===== src/rtl/gray_pkg.sv =====
// Shared types and helpers for the Gray-code step monitor.
//   state_t : lock state machine encoding
//   g2b     : Gray-to-binary conversion for any width up to G2B_MAX_W
package gray_pkg;

  localparam int unsigned G2B_MAX_W = 64;

  typedef enum logic [1:0] {
    ACQ    = 2'd0,
    LOCK   = 2'd1,
    RESYNC = 2'd2
  } state_t;

  // Prefix XOR from the MSB down. Narrower codes are zero-extended by the
  // caller; leading zeros do not change the low bits of the result, so one
  // function serves every width.
  function automatic logic [G2B_MAX_W-1:0] g2b(input logic [G2B_MAX_W-1:0] g);
    logic [G2B_MAX_W-1:0] b;
    b = '0;
    b[G2B_MAX_W-1] = g[G2B_MAX_W-1];
    for (int i = int'(G2B_MAX_W) - 2; i >= 0; i--) begin
      b[i] = b[i+1] ^ g[i];
    end
    return b;
  endfunction

endpackage


===== src/rtl/gray_to_bin.sv =====
// Combinational Gray-to-binary converter.
//   gray  : Gray-coded input, WIDTH bits
//   bin_c : binary equivalent, WIDTH bits (combinational)
module gray_to_bin
  import gray_pkg::*;
#(
  parameter int unsigned WIDTH = 8
) (
  input  logic [WIDTH-1:0] gray,
  output logic [WIDTH-1:0] bin_c
);

  assign bin_c = WIDTH'(g2b(G2B_MAX_W'(gray)));

endmodule


===== src/rtl/gray_step_monitor.sv =====
// Monitors a Gray-code counter stream: registers each sample, converts it to
// binary and classifies every transition as +1, -1, hold or illegal jump.
// Illegal jumps are counted/flagged and a lock FSM tracks upstream trust.
//   clk, rst   : clock, asynchronous active-high reset
//   en         : sample enable for gray_in
//   gray_in    : Gray code from the upstream counter
//   clr        : synchronous clear of err_count / err_sticky
//   bin_out    : binary value of the last evaluated sample
//   bin_valid  : bin_out holds a converted sample
//   step_up/dn : one-cycle pulses for +1 / -1 steps (modular)
//   step_err   : one-cycle pulse for any other change
//   err_sticky : set by step_err, cleared by clr
//   err_count  : saturating count of step_err pulses
//   locked     : FSM is in LOCK
module gray_step_monitor
  import gray_pkg::*;
#(
  parameter int unsigned WIDTH     = 8,
  parameter int unsigned ERR_CNT_W = 8,
  parameter int unsigned LOCK_CNT  = 2
) (
  input  logic                 clk,
  input  logic                 rst,
  input  logic                 en,
  input  logic [WIDTH-1:0]     gray_in,
  input  logic                 clr,
  output logic [WIDTH-1:0]     bin_out,
  output logic                 bin_valid,
  output logic                 step_up,
  output logic                 step_dn,
  output logic                 step_err,
  output logic                 err_sticky,
  output logic [ERR_CNT_W-1:0] err_count,
  output logic                 locked
);

  localparam int unsigned GOOD_W = $clog2(LOCK_CNT + 1);

  state_t               state, state_d;
  logic [WIDTH-1:0]     g1;
  logic                 v1;
  logic [WIDTH-1:0]     bin_c;
  logic [GOOD_W-1:0]    good_cnt, good_cnt_d;
  logic                 up_c, dn_c, err_c;
  logic [ERR_CNT_W-1:0] err_count_d;
  logic                 err_sticky_d;

  // Stage 1: capture sample; g1 holds across enable gaps
  always_ff @(posedge clk or posedge rst) begin
    if (rst) begin
      g1 <= '0;
      v1 <= 1'b0;
    end else begin
      if (en) g1 <= gray_in;
      v1 <= en;
    end
  end

  gray_to_bin #(.WIDTH(WIDTH)) u_g2b (
    .gray  (g1),
    .bin_c (bin_c)
  );

  // Classification, next state, lock-count and error accounting.
  // bin_out doubles as the previous evaluated sample.
  always_comb begin
    state_d      = state;
    good_cnt_d   = good_cnt;
    up_c         = 1'b0;
    dn_c         = 1'b0;
    err_c        = 1'b0;
    err_count_d  = err_count;
    err_sticky_d = err_sticky;

    if (v1 && (state != ACQ)) begin
      if (bin_c == WIDTH'(bin_out + WIDTH'(1))) begin
        up_c = 1'b1;
      end else if (bin_c == WIDTH'(bin_out - WIDTH'(1))) begin
        dn_c = 1'b1;
      end else if (bin_c != bin_out) begin
        err_c = 1'b1;
      end
    end

    case (state)
      ACQ: begin
        if (v1) state_d = LOCK;
      end
      LOCK: begin
        if (err_c) begin
          state_d    = RESYNC;
          good_cnt_d = '0;
        end
      end
      RESYNC: begin
        if (err_c) begin
          good_cnt_d = '0;
        end else if (up_c || dn_c) begin
          // Incremented count reaching LOCK_CNT re-locks
          if (good_cnt == GOOD_W'(LOCK_CNT - 1)) begin
            state_d    = LOCK;
            good_cnt_d = '0;
          end else begin
            good_cnt_d = GOOD_W'(good_cnt + GOOD_W'(1));
          end
        end
      end
      default: begin
        state_d    = ACQ;
        good_cnt_d = '0;
      end
    endcase

    // An error in the same cycle as clr still counts as the first error
    if (err_c) begin
      err_sticky_d = 1'b1;
      if (clr) begin
        err_count_d = ERR_CNT_W'(1);
      end else if (err_count != '1) begin
        err_count_d = ERR_CNT_W'(err_count + ERR_CNT_W'(1));
      end
    end else if (clr) begin
      err_sticky_d = 1'b0;
      err_count_d  = '0;
    end
  end

  // FSM state register
  always_ff @(posedge clk or posedge rst) begin
    if (rst) state <= ACQ;
    else     state <= state_d;
  end

  // Stage 2 registers and outputs
  always_ff @(posedge clk or posedge rst) begin
    if (rst) begin
      bin_out    <= '0;
      bin_valid  <= 1'b0;
      step_up    <= 1'b0;
      step_dn    <= 1'b0;
      step_err   <= 1'b0;
      err_sticky <= 1'b0;
      err_count  <= '0;
      good_cnt   <= '0;
      locked     <= 1'b0;
    end else begin
      if (v1) begin
        bin_out   <= bin_c;
        bin_valid <= 1'b1;
      end
      step_up    <= up_c;
      step_dn    <= dn_c;
      step_err   <= err_c;
      err_sticky <= err_sticky_d;
      err_count  <= err_count_d;
      good_cnt   <= good_cnt_d;
      locked     <= (state_d == LOCK);
    end
  end

endmodule


===== config.mk =====
export PLATFORM = sky130hd
export DESIGN_NAME = gray_step_monitor
export DESIGN_NICKNAME = d
export VERILOG_FILES = /design/src/rtl/gray_pkg.sv /design/src/rtl/gray_to_bin.sv /design/src/rtl/gray_step_monitor.sv
export SDC_FILE = /design/constraint.sdc
export NUM_CORES = 1
export LEC_CHECK = 0
export ABC_AREA = 1
export CORE_MARGIN = 2
export CORE_UTILIZATION = 53
export CTS_CLUSTER_DIAMETER = 60
export CTS_CLUSTER_SIZE = 25
export DETAILED_ROUTE_END_ITERATION = 6
export GPL_TIMING_DRIVEN = 0
export PLACE_DENSITY = 0.89
export SYNTH_ARGS = -nofsm -noshare
export SYNTH_HDL_FRONTEND = slang
export SYNTH_SLANG_ARGS = --single-unit

===== constraint.sdc =====
create_clock -name clk -period 3.1 [get_ports clk]
set_input_delay 0.93 -clock clk [delete_from_list [all_inputs] [get_ports clk]]
set_output_delay 0.93 -clock clk [all_outputs]
set_load 0.03 [all_outputs]

==> results.toml, run 1 <==
[status]
outcome = "completed"

[pwr]
p_comb_share_pct = 43.3
p_total_mw = 1.84
ir_worst_vdd_v = 0.000536
clkPwrFrac_pct = 23.8
p_sw_share_pct = 41.5
p_leak_nw = 1.34
power_density_nw_per_um2 = 657
p_seq_share_pct = 32.9
p_int_mw = 1.08
power_switching_mw = 0.765

[sta]
tightest_slew_ns = 0.737
hold_ws_ns = 0.490
grt_setup_unrepaired = "false"
maxSlewHeadroom_pct = 50.8
fmax_mhz = 386
fin_crit_sh_pct = 83.5
slew_viol_final = 0
finalClockSkew_ns = 0.00754
hold_violations = 0
finalSetupViolCount = 0
tns_ns = 0
min_period_ns = 2.59

[finish]
fin_cells = 389
register_area_um2 = 876
multi_input_area_um2 = 1250
final_layout_size_suffix_gt1_share_pct = 14.7
fillers = 325
antenna_cells = 0
area_delta_synth_final_pct = 21.7
final_nets = 353
final_core_util_pct = 68.6

[synth]
synthTopCellsByArea = "dfrtp_1 38%, nand2_1 11%, xor2_1 6.8%"
synthCells = 299
ys_types = 29
synth_top_cell_by_area = "dfrtp_1"
syn_area_um2 = 2300
synth_seq_cells = 35
syn_avg_cell_area_um2 = 7.70
synth-warning-count = 0
synth_top_area_share_pct = 38.0
syn_nets = 314
yosysSeqAreaShare_pct = 38.0

[critical_path]
path_class = "flop to flop"
required_ns = 3.29
cp_num_buf_inv = 1
startpoint_type = "flop"
cp_top_family = "simple AND/OR/NAND/NOR gates"
worst-path-stages = 18
r2r_cells = 18
max_stage_delay_ns = 0.38
path_max_fanout = 10
arrival_ns = 2.78
crit_path_end_kind = "flop"
crit_slowest_cell = "dfrtp_1"
cp_cell_sequence = "clkbuf_2 -> nor2_1 -> nand4_1 -> or2_1 -> nand3_1 -> nand3_1 -> nor2_1 -> nand2_1 -> nor2_1 -> nand3_1 -> nor2_1 -> nand2_2 -> nand2_2 -> nor2_8 -> nor2_2 -> nand2_1 -> nand2_1 -> nand2_1"

[floorplanning]
dieWidth_um = 69.9
io_pins = 34
core_um2 = 4090
start_util_pct = 56.3
placementRows = 23
die_area_um2 = 4890
die_h_um = 69.9

[place]
gp_congestion = 0.857
numPortBuffers = 32
dp_cells = 381
hpwl_mm = 3.58

[drt]
antenna_left = 0
vias = 2067
drt_iter0_drc = 118
drtPass1Iterations = 5
routedWlPerCell_um = 12.6
drc = 0
vias_per_cell = 5.31
routed_wl_mm = 4.90

[clocking]
cts-resized-gates = 0
hold_buffers = 0
clk_latency_ns = 0.30
path_clk_slew_ns = 0.08
cts_tree = "built"
cts_max_level = 2
cts_buffers = 5
clockBufferDepth = 2
cts-root-buf = "clkbuf_8"
clock_sinks = 35
post_cts_buffers = 0

[grt]
antenna_found_initial = 0
grt_pass1_wl_mm = 8.39
grt_pass1_vias = 1937
grt_max_degree = 36
grt.met3_usage_pct = 4.04
busiest_layer = "met2"
met2_usage_pct = 34.6
met1_usage_pct = 27.4
grt_overflow_total = 0
grt_use_total_pct = 21.3

[flow_run]
drv_cap = 0

[worst_hold_path]
hold_depth = 1
min_path_type = "flop to flop"
## registers in the layout, indices dropped and copies added, names as in the netlist
signal	flops
bin_out	8
bin_valid	1
err_count	8
err_sticky	1
g1	8
good_cnt	2
locked	1
state	2
step_dn	1
step_err	1
step_up	1
v1	1
## cells in the final DEF, fill, tap and decap left out, drive strengths merged
master / n
a21oi: 5
buf: 1
bufinv: 1
clkbuf: 10
clkdlybuf4s50: 32
clkinv: 1
dfrtp: 35
ha: 3
inv: 41
nand2: 85
nand3: 35
nand4: 5
nor2: 28
nor3: 10
o211ai: 1
o21ai: 23
or2: 3
xnor2: 2
xor2: 18
## area by class of cell
class,count,share of cell area (%)
buffer,5,0.804
clock buffer,6,2.95
clock inverter,2,1.25
inverter,41,5.58
multi-input combinational,218,44.5
sequential,35,31.2
tap,50,2.23
timing repair buffer,32,11.4
## stage by stage
step                area (µm²)  setup slack [ns]
floorplan                 2300             0.740
global placement          2690             0.621
detailed placement        2690             0.570
CTS                       2800             0.602
global route              2800             0.333
finish                    2800             0.513
## Yosys cell counts (all sizes together)
| library cell | n |
|---|---|
| a21oi | 5 |
| buf | 1 |
| clkbuf | 4 |
| dfrtp | 35 |
| ha | 3 |
| inv | 41 |
| nand2 | 85 |
| nand3 | 35 |
| nand4 | 5 |
| nor2 | 28 |
| nor3 | 10 |
| o211ai | 1 |
| o21ai | 23 |
| or2 | 3 |
| xnor2 | 2 |
| xor2 | 18 |
## power by group through the flow
stage               Clock [mW]  Sequential [mW]  Combinational [mW]
global placement             0            0.610               0.763
floorplan                    0            0.692               0.494
detailed placement           0            0.612               0.788
CTS                      0.438            0.604               0.796
global route             0.459            0.615               0.878
finish                   0.438            0.605               0.798
## kinds of logic (layout without fill, tap and decap cells)
| logic type | count (synthesis) | in the layout | synth area share, % |
|---|---|---|---|
| AOI/OAI and AO/OA | 29 | 29 | 6.74 |
| xor gates and xnor gates | 20 | 20 | 7.61 |
| adders and majority gates | 3 | 3 | 1.63 |
| buffers and inverters | 46 | 86 | 7.77 |
| DFF | 35 | 35 | 38.0 |
| and+or+nand+nor | 166 | 166 | 38.2 |
## per-layer routing
layer | vias up | wire [µm] | share of wire [%]
li1 | 1023 | - | -
met1 | 965 | 2180 | 45
met2 | 63 | 2380 | 49
met3 | 16 | 219 | 4.5
met4 | 0 | 119 | 2.4
met5 | - | 0 | 0
## worst paths after layout
| kind | start | to | slack [ns] |
|---|---|---|---|
| setup / recovery | bin_out[3] | good_cnt[1] | 0.51 |
| hold / removal | bin_valid | bin_valid | 0.49 |
| setup reg to reg | bin_out[3] | good_cnt[1] | 0.51 |
| hold reg to reg | bin_valid | bin_valid | 0.49 |
| max in group asynchronous | rst | g1[7] | 1.55 |
| min in group asynchronous | rst | bin_out[7] | 1.08 |
(Power assumes the default switching activity.)
==> inputs of run 2 (changes only) <==
--- a/config.mk
+++ b/config.mk
@@ -7,12 +7,12 @@
 export LEC_CHECK = 0
 export ABC_AREA = 1
 export CORE_MARGIN = 2
-export CORE_UTILIZATION = 53
+export CORE_UTILIZATION = 49
 export CTS_CLUSTER_DIAMETER = 60
 export CTS_CLUSTER_SIZE = 25
 export DETAILED_ROUTE_END_ITERATION = 6
 export GPL_TIMING_DRIVEN = 0
-export PLACE_DENSITY = 0.89
+export PLACE_DENSITY = 0.87
 export SYNTH_ARGS = -nofsm -noshare
 export SYNTH_HDL_FRONTEND = slang
 export SYNTH_SLANG_ARGS = --single-unit
==> constraint.sdc (replaced) <==
create_clock -name clk -period 2.21 [get_ports clk]
set_input_delay 0.663 -clock clk [delete_from_list [all_inputs] [get_ports clk]]
set_output_delay 0.663 -clock clk [all_outputs]
set_load 0.03 [all_outputs]
==> run 2 against run 1 <==
Against the previous run:
- the run now ends with negative setup slack left
- die area is 7.7% higher
- largest power group unchanged
- register-to-register slack worse by 0.83 ns
- critical endpoint is now locked
- clock power up 13%
- critical path type unchanged
- sequential share of layout area decreased by 3.0 points
- critical path depth is 2 higher
- total power is 50% higher
- combinational power increased by 75%
==> results.toml, run 2 (synthesis gave the netlist of run 1 again) <==
[worst_hold_path]
min_path_type = "flop to flop"

[finish]
final_core_util_pct = 70.5
antenna_cells = 0
final_nets = 366
final_cell_mix = "58 x nand2_1, 34 x inv_1, 32 x clkdlybuf4s50_1, 28 x dfrtp_1, 23 x nand3_1"
fin_cells = 404
largest_registers = "bin_out: 8 flops, err_count: 8 flops, g1: 8 flops"
area_delta_synth_final_pct = 36.0
final_layout_size_suffix_gt1_share_pct = 27.6
layout_commonest_cell = "nand2_1"

[floorplanning]
start_util_pct = 51.8
io_pins = 34
dieWidth_um = 72.5
die_area_um2 = 5260
die_h_um = 72.5
placementRows = 24
core_um2 = 4440

[place]
numPortBuffers = 32
gp_congestion = 0.890
dp_cells = 383
hpwl_mm = 3.51

[sta]
min_period_ns = 2.52
hold_violations = 0
finalClockSkew_ns = 0.00556
maxSlewHeadroom_pct = 51.1
slew_viol_final = 0
finalSetupViolCount = 15
setup_ws_ns = -0.314
fmax_mhz = 396
grt_setup_unrepaired = "true"
fin_crit_sh_pct = 114
tightest_slew_ns = 0.732

[status]
outcome = "complete, but fails checks"
violations = "negative setup slack"

[grt]
grt_pass1_vias = 1975
antenna_found_initial = 0
grt_overflow_total = 0
grt_use_total_pct = 21.4
grt_max_degree = 36
grt_pass1_wl_mm = 8.71

[drt]
antenna_left = 0
drc = 0
drtPass1Iterations = 5
drt_iter0_drc = 165
routed_wl_mm = 5.71
routedWlPerCell_um = 14.1
vias_per_cell = 5.38
vias = 2173

[critical_path]
arrival_ns = 2.70
path_max_fanout = 6
startpoint_type = "flop"
path_class = "flop to flop"
crit_path_end_kind = "flop"
required_ns = 2.38

[clocking]
cts_max_level = 2
clock_sinks = 35
cts_tree = "built"
cts_buffers = 5
path_clk_slew_ns = 0.07
clockBufferDepth = 2
cts-root-buf = "clkbuf_8"
hold_buffers = 0
clk_latency_ns = 0.30

[pwr]
p_leak_nw = 1.47
ir_worst_vdd_v = 0.000516
power_density_nw_per_um2 = 883
p_total_mw = 2.76

[flow_run]
drv_cap = 0
-- run 2: cell count changes in the layout (fill, tap and decap cells not counted), moves of 3 or more --
| cell | before | now |
|---|---|---|
| nand3_1 | 28 | 23 |
| nor3_2 | 1 | 4 |
| nand2_1 | 66 | 58 |
| dfrtp_1 | 35 | 28 |
| nand2_2 | 12 | 9 |
| nor3_1 | 9 | 6 |
| dfrtp_2 | 0 | 7 |
| nand3_4 | 3 | 7 |
| nor2_1 | 25 | 21 |
| buf_4 | 0 | 11 |
| nand2_4 | 7 | 16 |
-- run 2: critical path, stage by stage, from the launching register on --
cell     delay (ns)
dfrtp_2        0.46
inv_4          0.10
nand2_2        0.06
nand3_4        0.11
nand2_4        0.09
nand2_8        0.09
nand2_8        0.06
nand2_2        0.07
nand3_4        0.10
nand2_4        0.11
nand2_4        0.06
nand3_1        0.11
nand3_2        0.11
nand2_2        0.12
inv_2          0.08
nand2_4        0.09
nand2_4        0.06
nor2_8         0.20
inv_4          0.08
nand2_1        0.11
nand3_2        0.09
-- run 2: path summary, 6_finish.rpt --
| kind | from | endpoint | cells past startpoint | slack, ns |
|---|---|---|---|---|
| hold / removal | bin_valid | bin_valid | 1 | 0.48 |
| hold reg to reg | bin_valid | bin_valid | 1 | 0.48 |
| max in group asynchronous | rst | bin_out[4] | 2 | 0.89 |
| setup reg to reg | g1[6] | locked | 20 | -0.31 |
| setup / recovery | g1[6] | locked | 20 | -0.31 |
| min in group asynchronous | rst | v1 | 2 | 0.80 |
-- run 2: report_power, final --
group,switching [mW],internal (mW)
Sequential,0.119,0.751
Combinational,0.860,0.540
Clock,0.242,0.251
-- run 2: repair_timing --
item                       4_1_cts  5_1_grt
buffers inserted                 9        4
setup endpoints to repair       14       17
gates resized for setup         18       33
pin swaps                       13       13
-- run 2: area by class of cell --
cell class | instances | area, µm²
multi-input cells | 218 | 1460
fillers | 315 | 1310
flip-flops and latches | 35 | 885
repair buffers | 45 | 425
inverters | 41 | 161
clock buffers | 7 | 86.3
well taps | 52 | 65.1
plain buffers | 5 | 40.0
clock inverters | 1 | 5.00
-- run 2: metal layers --
layer	wire length (µm)	up-vias	global-route usage (%)
met5	0	-	0
li1	-	1058	-
met4	187	0	9.05
met2	2870	76	35.3
met1	2390	1018	27.6
met3	254	21	3.75
-- run 2: through the flow --
step	hold WS (ns)	setup WS [ns]	instance area, µm²	TNS [ns]
after floorplan	0.492	0.00777	2340	0
after global placement	0.468	-0.205	2720	-2.44
after detailed placement	0.466	-0.288	2720	-5.17
after CTS	0.488	-0.201	2960	-2.72
after global routing	0.502	-0.472	3130	-6.44
final	0.480	-0.314	3130	-4.00
